$ cat config.mk
export PLATFORM = sky130hd
export DESIGN_NAME = lbl2rgb
export DESIGN_NICKNAME = d
export VERILOG_FILES = /design/src/rtl/lbl2rgb_pkg.sv /design/src/rtl/lbl2rgb_hash.sv /design/src/rtl/lbl2rgb.sv
export SDC_FILE = /design/constraint.sdc
export NUM_CORES = 1
export LEC_CHECK = 0
export ABC_AREA = 1
export ABC_CLOCK_PERIOD_IN_PS = 2800
export BUFFER_PORTS_ARGS = -buffer_cell sky130_fd_sc_hd__buf_2
export CAP_MARGIN = 20
export CORE_MARGIN = 2
export CORE_UTILIZATION = 45
export DETAILED_ROUTE_END_ITERATION = 8
export GPL_TIMING_DRIVEN = 1
export PLACE_DENSITY = 0.68
export RECOVER_POWER = 50
export SLEW_MARGIN = 20
export SYNTH_ARGS = -nofsm -noshare
export SYNTH_HDL_FRONTEND = slang
export SYNTH_SLANG_ARGS = --single-unit
$ cat constraint.sdc
create_clock -name clk -period 2.8 [get_ports clk]
set_clock_uncertainty 0.2 [all_clocks]
set_input_delay 0.14 -clock clk [delete_from_list [all_inputs] [get_ports clk]]
set_output_delay 0.14 -clock clk [all_outputs]
set_load 0.03 [all_outputs]
$ cat src/rtl/lbl2rgb_pkg.sv
// lbl2rgb_pkg
// Shared constants for the label-to-RGB back-converter: channel width,
// default label width, channel saturation values and the per-pixel mode
// encodings carried down the pipeline.
package lbl2rgb_pkg;

  localparam int WORD_SIZE     = 8;
  localparam int DEF_LBL_WIDTH = 16;

  localparam logic [WORD_SIZE-1:0] MAX = '1;
  localparam logic [WORD_SIZE-1:0] MIN = '0;

  // Encoding 3 is not a distinct mode; it renders exactly like MODE_HASH.
  typedef enum logic [1:0] {
    MODE_HASH = 2'd0,
    MODE_GREY = 2'd1,
    MODE_BIN  = 2'd2,
    MODE_RSVD = 2'd3
  } mode_t;

endpackage

$ cat src/rtl/lbl2rgb_hash.sv
// lbl2rgb_hash
// Combinational label hash: multiplies the label by three odd constants and
// keeps the low byte of each product, giving well-spread pseudo-colours for
// neighbouring label values.
// Ports:
//   i_lbl  in  WORD_SIZE  low byte of the label (higher bits cannot affect a
//                         product taken mod 2^WORD_SIZE)
//   o_p_r  out WORD_SIZE  (lbl * 37)  mod 2^WORD_SIZE
//   o_p_g  out WORD_SIZE  (lbl * 101) mod 2^WORD_SIZE
//   o_p_b  out WORD_SIZE  (lbl * 173) mod 2^WORD_SIZE
module lbl2rgb_hash
  import lbl2rgb_pkg::*;
(
  input  logic [WORD_SIZE-1:0] i_lbl,
  output logic [WORD_SIZE-1:0] o_p_r,
  output logic [WORD_SIZE-1:0] o_p_g,
  output logic [WORD_SIZE-1:0] o_p_b
);

  localparam logic [WORD_SIZE-1:0] MUL_R = 8'd37;
  localparam logic [WORD_SIZE-1:0] MUL_G = 8'd101;
  localparam logic [WORD_SIZE-1:0] MUL_B = 8'd173;

  // Context width is WORD_SIZE, so the product wraps mod 2^WORD_SIZE.
  assign o_p_r = i_lbl * MUL_R;
  assign o_p_g = i_lbl * MUL_G;
  assign o_p_b = i_lbl * MUL_B;

endmodule

$ cat src/rtl/lbl2rgb.sv
// lbl2rgb
// Streaming label/intensity to RGB converter. Two-stage pipeline with a
// valid/ready handshake on both sides and full backpressure. Also tracks the
// largest label per frame for host readout.
// Ports:
//   clk, reset            clock, synchronous active-high reset
//   in_valid/in_ready     input handshake
//   in_lbl                label (hash/binary modes) or intensity in low byte
//   in_mode               0 hash, 1 grey, 2 binary mask, 3 same as 0
//   in_eof                last pixel of a frame
//   out_valid/out_ready   output handshake
//   out_r/out_g/out_b     colour channels
//   out_eof               in_eof travelling with its pixel
//   frame_max_lbl         max label of the last completed frame
//   frame_done            one-cycle pulse when frame_max_lbl updates
module lbl2rgb
  import lbl2rgb_pkg::*;
#(
  parameter int                   LBL_WIDTH = DEF_LBL_WIDTH,
  parameter logic [WORD_SIZE-1:0] FLOOR     = 8'h40
) (
  input  logic                 clk,
  input  logic                 reset,
  input  logic                 in_valid,
  output logic                 in_ready,
  input  logic [LBL_WIDTH-1:0] in_lbl,
  input  logic [1:0]           in_mode,
  input  logic                 in_eof,
  output logic                 out_valid,
  input  logic                 out_ready,
  output logic [WORD_SIZE-1:0] out_r,
  output logic [WORD_SIZE-1:0] out_g,
  output logic [WORD_SIZE-1:0] out_b,
  output logic                 out_eof,
  output logic [LBL_WIDTH-1:0] frame_max_lbl,
  output logic                 frame_done
);

  // Final colour selection for one pixel; packed as {R, G, B}.
  function automatic logic [3*WORD_SIZE-1:0] sel_rgb(
    input mode_t                 mode,
    input logic [LBL_WIDTH-1:0]  lbl,
    input logic [WORD_SIZE-1:0]  pr,
    input logic [WORD_SIZE-1:0]  pg,
    input logic [WORD_SIZE-1:0]  pb
  );
    logic                 nz;
    logic [WORD_SIZE-1:0] g;
    nz = |lbl;
    g  = lbl[WORD_SIZE-1:0];
    case (mode)
      MODE_GREY: sel_rgb = {g, g, g};
      MODE_BIN:  sel_rgb = nz ? {MAX, MAX, MAX} : {MIN, MIN, MIN};
      // Background stays black; everything else gets FLOOR so it is never
      // near-black on screen.
      default:   sel_rgb = nz ? {pr | FLOOR, pg | FLOOR, pb | FLOOR} : '0;
    endcase
  endfunction

  logic                 w_s1_load;
  logic                 w_s2_load;
  logic                 w_acc;
  logic [LBL_WIDTH-1:0] w_new_max;
  logic [WORD_SIZE-1:0] w_p_r;
  logic [WORD_SIZE-1:0] w_p_g;
  logic [WORD_SIZE-1:0] w_p_b;

  logic                 r_vld_p1;
  logic [LBL_WIDTH-1:0] r_lbl_p1;
  mode_t                r_mode_p1;
  logic                 r_eof_p1;
  logic [WORD_SIZE-1:0] r_pr_p1;
  logic [WORD_SIZE-1:0] r_pg_p1;
  logic [WORD_SIZE-1:0] r_pb_p1;

  logic                 r_vld_p2;
  logic [WORD_SIZE-1:0] r_r_p2;
  logic [WORD_SIZE-1:0] r_g_p2;
  logic [WORD_SIZE-1:0] r_b_p2;
  logic                 r_eof_p2;

  logic [LBL_WIDTH-1:0] r_run_max;
  logic [LBL_WIDTH-1:0] r_frame_max;
  logic                 r_frame_done;

  // S2 drains whenever its current pixel leaves (or it is empty); S1 may
  // refill in the same cycle it hands off, so the pipe never bubbles.
  assign w_s2_load = r_vld_p1 && (!r_vld_p2 || out_ready);
  assign in_ready  = !r_vld_p1 || w_s2_load;
  assign w_s1_load = in_valid && in_ready;
  assign w_acc     = w_s1_load;
  assign w_new_max = (in_lbl > r_run_max) ? in_lbl : r_run_max;

  lbl2rgb_hash u_hash (
    .i_lbl (in_lbl[WORD_SIZE-1:0]),
    .o_p_r (w_p_r),
    .o_p_g (w_p_g),
    .o_p_b (w_p_b)
  );

  // ---- Stage 1: label, mode, eof and hash products ----
  always_ff @(posedge clk) begin
    if (w_s1_load) begin
      r_lbl_p1  <= in_lbl;
      r_mode_p1 <= mode_t'(in_mode);
      r_eof_p1  <= in_eof;
      r_pr_p1   <= w_p_r;
      r_pg_p1   <= w_p_g;
      r_pb_p1   <= w_p_b;
    end
  end

  // ---- Stage 2: final RGB; control, output regs and frame tracking ----
  always_ff @(posedge clk) begin
    if (reset) begin
      r_vld_p1     <= 1'b0;
      r_vld_p2     <= 1'b0;
      r_r_p2       <= '0;
      r_g_p2       <= '0;
      r_b_p2       <= '0;
      r_eof_p2     <= 1'b0;
      r_run_max    <= '0;
      r_frame_max  <= '0;
      r_frame_done <= 1'b0;
    end else begin
      if (w_s1_load)      r_vld_p1 <= 1'b1;
      else if (w_s2_load) r_vld_p1 <= 1'b0;

      if (w_s2_load)      r_vld_p2 <= 1'b1;
      else if (out_ready) r_vld_p2 <= 1'b0;

      if (w_s2_load) begin
        {r_r_p2, r_g_p2, r_b_p2} <= sel_rgb(r_mode_p1, r_lbl_p1,
                                            r_pr_p1, r_pg_p1, r_pb_p1);
        r_eof_p2 <= r_eof_p1;
      end

      // Frame max is published at acceptance of the eof pixel, without
      // waiting for that pixel to leave the pipeline.
      r_frame_done <= 1'b0;
      if (w_acc) begin
        if (in_eof) begin
          r_frame_max  <= w_new_max;
          r_frame_done <= 1'b1;
          r_run_max    <= '0;
        end else begin
          r_run_max    <= w_new_max;
        end
      end
    end
  end

  assign out_valid     = r_vld_p2;
  assign out_r         = r_r_p2;
  assign out_g         = r_g_p2;
  assign out_b         = r_b_p2;
  assign out_eof       = r_eof_p2;
  assign frame_max_lbl = r_frame_max;
  assign frame_done    = r_frame_done;

endmodule
# ---- After elaboration in Yosys (flattened, before gate mapping)
# Cells that the tools add are included.
dict set report classes {
  mul 3
  n_reduce_logical 11
  magnitude_cmp 1
  muxes 10
  shifts 0
  div_mod_pow 0
  bitwise_logic 1
  n_eq_ne 2
  n_addsub 0
}
# op n
set op_table {}
lappend op_table {{2-to-1 mux 24 bit} 2}
lappend op_table {{one-hot mux 24 bit (2 select lines)} 1}
lappend op_table {{2-to-1 mux 16 bit} 2}
lappend op_table {{greater-than comparator 16 bit} 1}
lappend op_table {{OR reduction 16 bit} 1}
lappend op_table {{multiplier 8 x 6 -> 8 bit (second input constant)} 1}
lappend op_table {{multiplier 8 x 7 -> 8 bit (second input constant)} 1}
lappend op_table {{multiplier 8 x 8 -> 8 bit (second input constant)} 1}
lappend op_table {{2-to-1 mux 1 bit} 5}
lappend op_table {{nonzero test 2 bit} 2}
lappend op_table {{== test 2 x 1 -> 1 bit (second input constant)} 1}
lappend op_table {{== test 2 bit (second input constant)} 1}
lappend op_table {{logical AND 1 bit} 2}
lappend op_table {{logical NOT 1 bit} 2}
lappend op_table {{logical OR 1 bit} 2}
lappend op_table {{AND reduction 2 bit} 1}
lappend op_table {{OR reduction 2 bit} 1}
lappend op_table {{inverter 1 bit} 1}
dict set report totals {
  latchBits 0
  ram_bits 0
  regBits 103
  output_inout_bits 44
  romBits 0
  n_memories 0
}

# ---- Logic depth before layout (Yosys ltp)
dict set report logic_depth {
  depth_word 7
  ltp_mapped 18
}

# ---- Hierarchy
# Synthesis repeated with hierarchy kept, for this count alone.
dict set report hier_totals {
  hier_cells 712
  area_unflattened_um2 5859.4
}
# module seq_area_each_um2 cells_per_inst n_inst area_each_um2
set by_module_without_submodules {}
lappend by_module_without_submodules {lbl2rgb 2362.3 541 1 4660.7}
lappend by_module_without_submodules {lbl2rgb_hash 0.0 171 1 1198.6}

# ---- Least setup slack after synthesis
# OpenSTA, ideal clock, no wires.
dict set report synth_path {
  kind {input to register}
  from {input in_lbl[3]}
  to {register r_pb_p1[7] (data pin)}
  setup_slack_ns -0.137
  stages 10
  required_ns 2.337
  arrival_time_ns 2.473
  path_buffers 0
  setup_ns 0.263
  cell_sequence {ha_1 ha_1 inv_1 fa_1 fa_1 inv_1 ha_1 a21oi_1 xor2_1 xor2_1}
}
dict set report synth_via {
  elab_chain_cells 1
}
# item line_no
set synth_rtl {}
lappend synth_rtl {{start, declared} lbl2rgb.sv:26} ;# input logic [LBL_WIDTH-1:0] in_lbl,
lappend synth_rtl {{multiplier 8 x 8 -> 8 bit} lbl2rgb_hash.sv:27} ;# assign o_p_b = i_lbl * MUL_B;
lappend synth_rtl {{via u_hash.o_p_b[7]} lbl2rgb_hash.sv:17} ;# output logic [WORD_SIZE-1:0] o_p_b
lappend synth_rtl {{end signal, assigned} lbl2rgb.sv:109} ;# r_pb_p1 <= w_p_b;
lappend synth_rtl {{end, declared} lbl2rgb.sv:74} ;# logic [WORD_SIZE-1:0] r_pb_p1;
# The timed path passes the listed nets, and every way through them passes these cells.
# A chain may end at the register's enable or synchronous reset.

# ---- Worst setup path in the final report
dict set report layout_path {
  from {input in_lbl[1]}
  to {register r_pr_p1[7] (data pin)}
}
dict set report layout_via {
  elab_chain_cells 1
}
# item line_no
set layout_rtl {}
lappend layout_rtl {{multiplier 8 x 6 -> 8 bit} lbl2rgb_hash.sv:25} ;# assign o_p_r = i_lbl * MUL_R;
lappend layout_rtl {{via u_hash.o_p_r[7]} lbl2rgb_hash.sv:15} ;# output logic [WORD_SIZE-1:0] o_p_r,
lappend layout_rtl {{end signal, assigned} lbl2rgb.sv:107} ;# r_pr_p1 <= w_p_r;
lappend layout_rtl {{end, declared} lbl2rgb.sv:72} ;# logic [WORD_SIZE-1:0] r_pr_p1;
# The timed path passes the listed nets, and every way through them passes these cells.

==> summary.md <==
| Metric | Value |
|---|---|
| Placed wire-length estimate after detailed placement | 7340 um |
| Nature of the critical path startpoint | primary input |
| Placeable core region | 10,200 um2 |
| Ports placed on the boundary | between 60 and 70 |
| CTS tree | done |
| Number of instances on the worst hold path | 2 |
| Die extent in x | 106 um |
| Critical R2R Capture | frame_max_lbl[7]$_SDFFE_PP0P_ |
| Crit path time final | 2710 ps |
| End of the worst hold path | r_lbl_p1[5]$_DFFE_PP_ |
| Cell type contributing the most total cell area after synthesis | dfxtp_1 |
| Commonest cells in the netlist | nand2_1 (119), inv_1 (72), ha_1 (55), dfxtp_1 (50), nand3_1 (45) |
| Net count of the finished layout | between 600 and 700 |
| Max_slew headroom | between 40% and 50% |
| Critical path peak fanout | 5 |
| Count of cells resized by post-cts repair | 0 |
| Startpoint-to-endpoint class of the critical path | in -> reg |
| Area growth from synthesis to layout | 16.6% |
| Share of synthesized flip-flops with an asynchronous set or reset | 0% |
| Pwr Total | 3.02 mW |
| Average size of a mapped cell | around 8.7 um2 |
| Most common cell in the netlist | nand2_1 |
| Maximum clock rate | 369 MHz |
| Cells after Synth | approximately 530 |
| Final hold violation count | 0 |
| Register-to-Register Setup Slack | 410 ps |
| Total inserted antenna cells | 0 |
| Deepest clock path buffer count | 2 |
| Status | finished clean |
| Layout filler cell count | 967 |
| CTS Buf Count | 9 |
| Die outline area | 11,100 um2 |
| Final critical-path setup slack | 89.6 ps |
| Source of the worst register-to-register timing path | r_run_max[11]$_SDFFE_PP0P_ |
| Routed WL per cell | 13.3 um |
| Crit path DAT | 2600 ps |
| Share of synthesized area occupied by flip-flops and latches | 41.0% |
| Number of enable flip-flop cells after synthesis | 30 |
| Pre-CTS setup slack | -256 ps |
| Via/cell ratio | 4.98 |
| Worst hold path startpoint | in_lbl[5] |
| Port Buf Inserts | 66 |
| Total via count in the routed design | 3,769 |
| Nature of the critical path endpoint | flop |
| Cells on worst reg2reg path | 11 |
| Register bit total from synthesis | 80 |
| Post-route worst hold slack | 176 ps |
| First-pass GRT wire length | 16,300 um |
| Post-synthesis cell type count | 28 |
| Routability congestion estimate | 0.846 |
| Worst supply voltage drop on vdd | between 0.2 and 0.25 mV |
| Root Buffer | clkbuf_8 |
| Initial DRC Count | ~230 |
| Clock sink count | 80 |
| Dominant cells by area after synthesis | dfxtp_1 (22%), edfxtp_1 (19%), ha_1 (15%) |
| Clock latency at the later pin of the worst-skew pair | 360 ps |
| First-pass iteration count of the detailed router | 7 |
| Setup TNS | 0 ps |
| Vias in the first global route | 3,552 |
| Fin. max-slew vios | 0 |
| H-Tree Level Count | 3 |
| Critical Path Source | in_lbl[1] |
| Static Leakage | 2.50 nW |
| DRC violation count after routing | 0 |
| Remaining global-route overflow | 0 |
| Post-layout util | a little over half |
| Post-CTS repair timing setup buffer count | 0 |
| Endpoints failing setup | 0 |
| RSZ-0062 raised after global routing | no |
| Number of max-capacitance violations reported | 0 |
| Net count of the mapped netlist | 617 |
| Warning count from the yosys run | 0 |
| Clock transition at path regs | 70 ps |
| Actual transition at the worst max-transition pin | 790 ps |
| Summed instance area of the synthesized netlist | about 4600 um2 |
| Number of antenna violations at the first check in global routing | 0 |
| Initial core utilization | 45.6% |
| Share of the synthesized area in the top cell type | 21.6% |
| Antenna Violating Nets Remaining | 0 |
| GRT Resource Usage Total | 18.2% |
| Share of final-layout standard cells stronger than drive strength 1 | 6.92% |
| Core Rows | 37 |
| Largest net degree at the start of global routing | 32 |
| Top flip-flop cell by instance count after synthesis | dfxtp_1 |
| Data required time at the worst endpoint | roughly 2700 ps |
| Aggregate routed wire length | 10,000 um |
| Worst hold path type | in -> reg |
| Power density over the cells | 559 nW/um2 |
| Die extent in y | ~110 um |
| Final worst path period share | 96.8% |
-- layer usage --
| layer | track usage [%] | part of all wire, % | vias to the layer above |
|---|---|---|---|
| met3 | 2.97 | 5.6 | 12 |
| met4 | 5.26 | 1.4 | 0 |
| met2 | 30.1 | 46 | 109 |
| met5 | 0 | 0 | - |
| met1 | 24.7 | 47 | 1726 |
| li1 | - | - | 1922 |
-- cell families (layout without fill, tap and decap cells) --
| kind of cell | after synthesis | count (layout) | synth area share (%) |
|---|---|---|---|
| simple gates | 188 | 188 | 17.9 |
| buf+inv | 100 | 187 | 9.30 |
| compound gates | 81 | 81 | 10.1 |
| flops | 80 | 80 | 41.0 |
| fa+ha+maj | 60 | 60 | 17.0 |
| xor+xnor | 25 | 25 | 4.72 |
-- layout by cell type (no fill, tap or decap) --
master / netlist / layout
nand3b_1: 1 / 1
dlygate4sd3_1: 0 / 20
nand4_4: 1 / 1
a21o_1: 4 / 4
clkinv_2: 0 / 3
ha_4: 0 / 1
o21ai_0: 17 / 17
edfxtp_1: 30 / 30
ha_1: 55 / 54
inv_1: 72 / 72
dfxtp_1: 50 / 50
nor2_1: 12 / 12
clkbuf_2: 0 / 1
fa_1: 5 / 5
clkinv_4: 0 / 1
nor4_1: 2 / 2
o21a_1: 16 / 16
buf_2: 3 / 10
a21oi_2: 0 / 1
clkbuf_8: 0 / 9
nand2_2: 2 / 1
clkbuf_16: 0 / 2
a31oi_1: 12 / 12
xnor2_1: 13 / 13
clkbuf_1: 10 / 60
xor2_1: 12 / 12
nor2_2: 1 / 1
nand4_1: 2 / 2
nand2_4: 2 / 2
buf_4: 12 / 9
nand3_1: 45 / 45
nand2_1: 119 / 120
a21oi_1: 32 / 31
nor3_4: 1 / 1
-- per-stage QoR --
stage          area [um2]  std cells
6_report             5410        757
3_3_place_gp         5090        721
2_1_floorplan        4660        534
4_1_cts              5490        757
3_5_place_dp         5090        721
5_1_grt              5410        757
-- flip-flops by register name, indices dropped and copies added, names as in the netlist, 4 cells and up --
register / flops
r_run_max: 16
out_r: 8
out_b: 4
r_pr_p1: 5
r_lbl_p1: 16
frame_max_lbl: 16
r_pb_p1: 4
-- how the worst max path moves through the flow --
stage                           endpoint
finish              r_pr_p1[7]$_DFFE_PP_
global route        r_pg_p1[7]$_DFFE_PP_
CTS                 r_pr_p1[7]$_DFFE_PP_
detailed placement  r_pb_p1[7]$_DFFE_PP_
global placement    r_pb_p1[7]$_DFFE_PP_
floorplan           r_pb_p1[7]$_DFFE_PP_
-- power breakdown --
part	switching (mW)	total [mW]	internal, mW
Combinational	0.504	0.808	0.304
Sequential	0.0468	1.38	1.33
Clock	0.411	0.838	0.427
-- cell type report --
cell class	instances	area, um2	area share [%]
tap	136	170	3.15
timing repair buffer	99	544	10.1
multi-input combinational	354	2320	42.9
sequential	80	1900	35.2
inverter	72	270	5.00
clock inverter	4	23.8	0.440
clock buffer	12	178	3.29
-- timing repair --
action / 4_1_cts / 5_1_grt
hold endpoints to repair: 23 / 0
setup endpoints to repair: 0 / 0
hold buffers: 20 / 0
-- critical path, stage by stage --
cell and delay (ps):
buf_2 120, dlygate4sd3_1 560, buf_4 170, ha_1 320
fa_1 480, ha_1 320, a21oi_1 180, xor2_1 210
xor2_1 100
No activity file was read; power rests on OpenSTA's default activity.
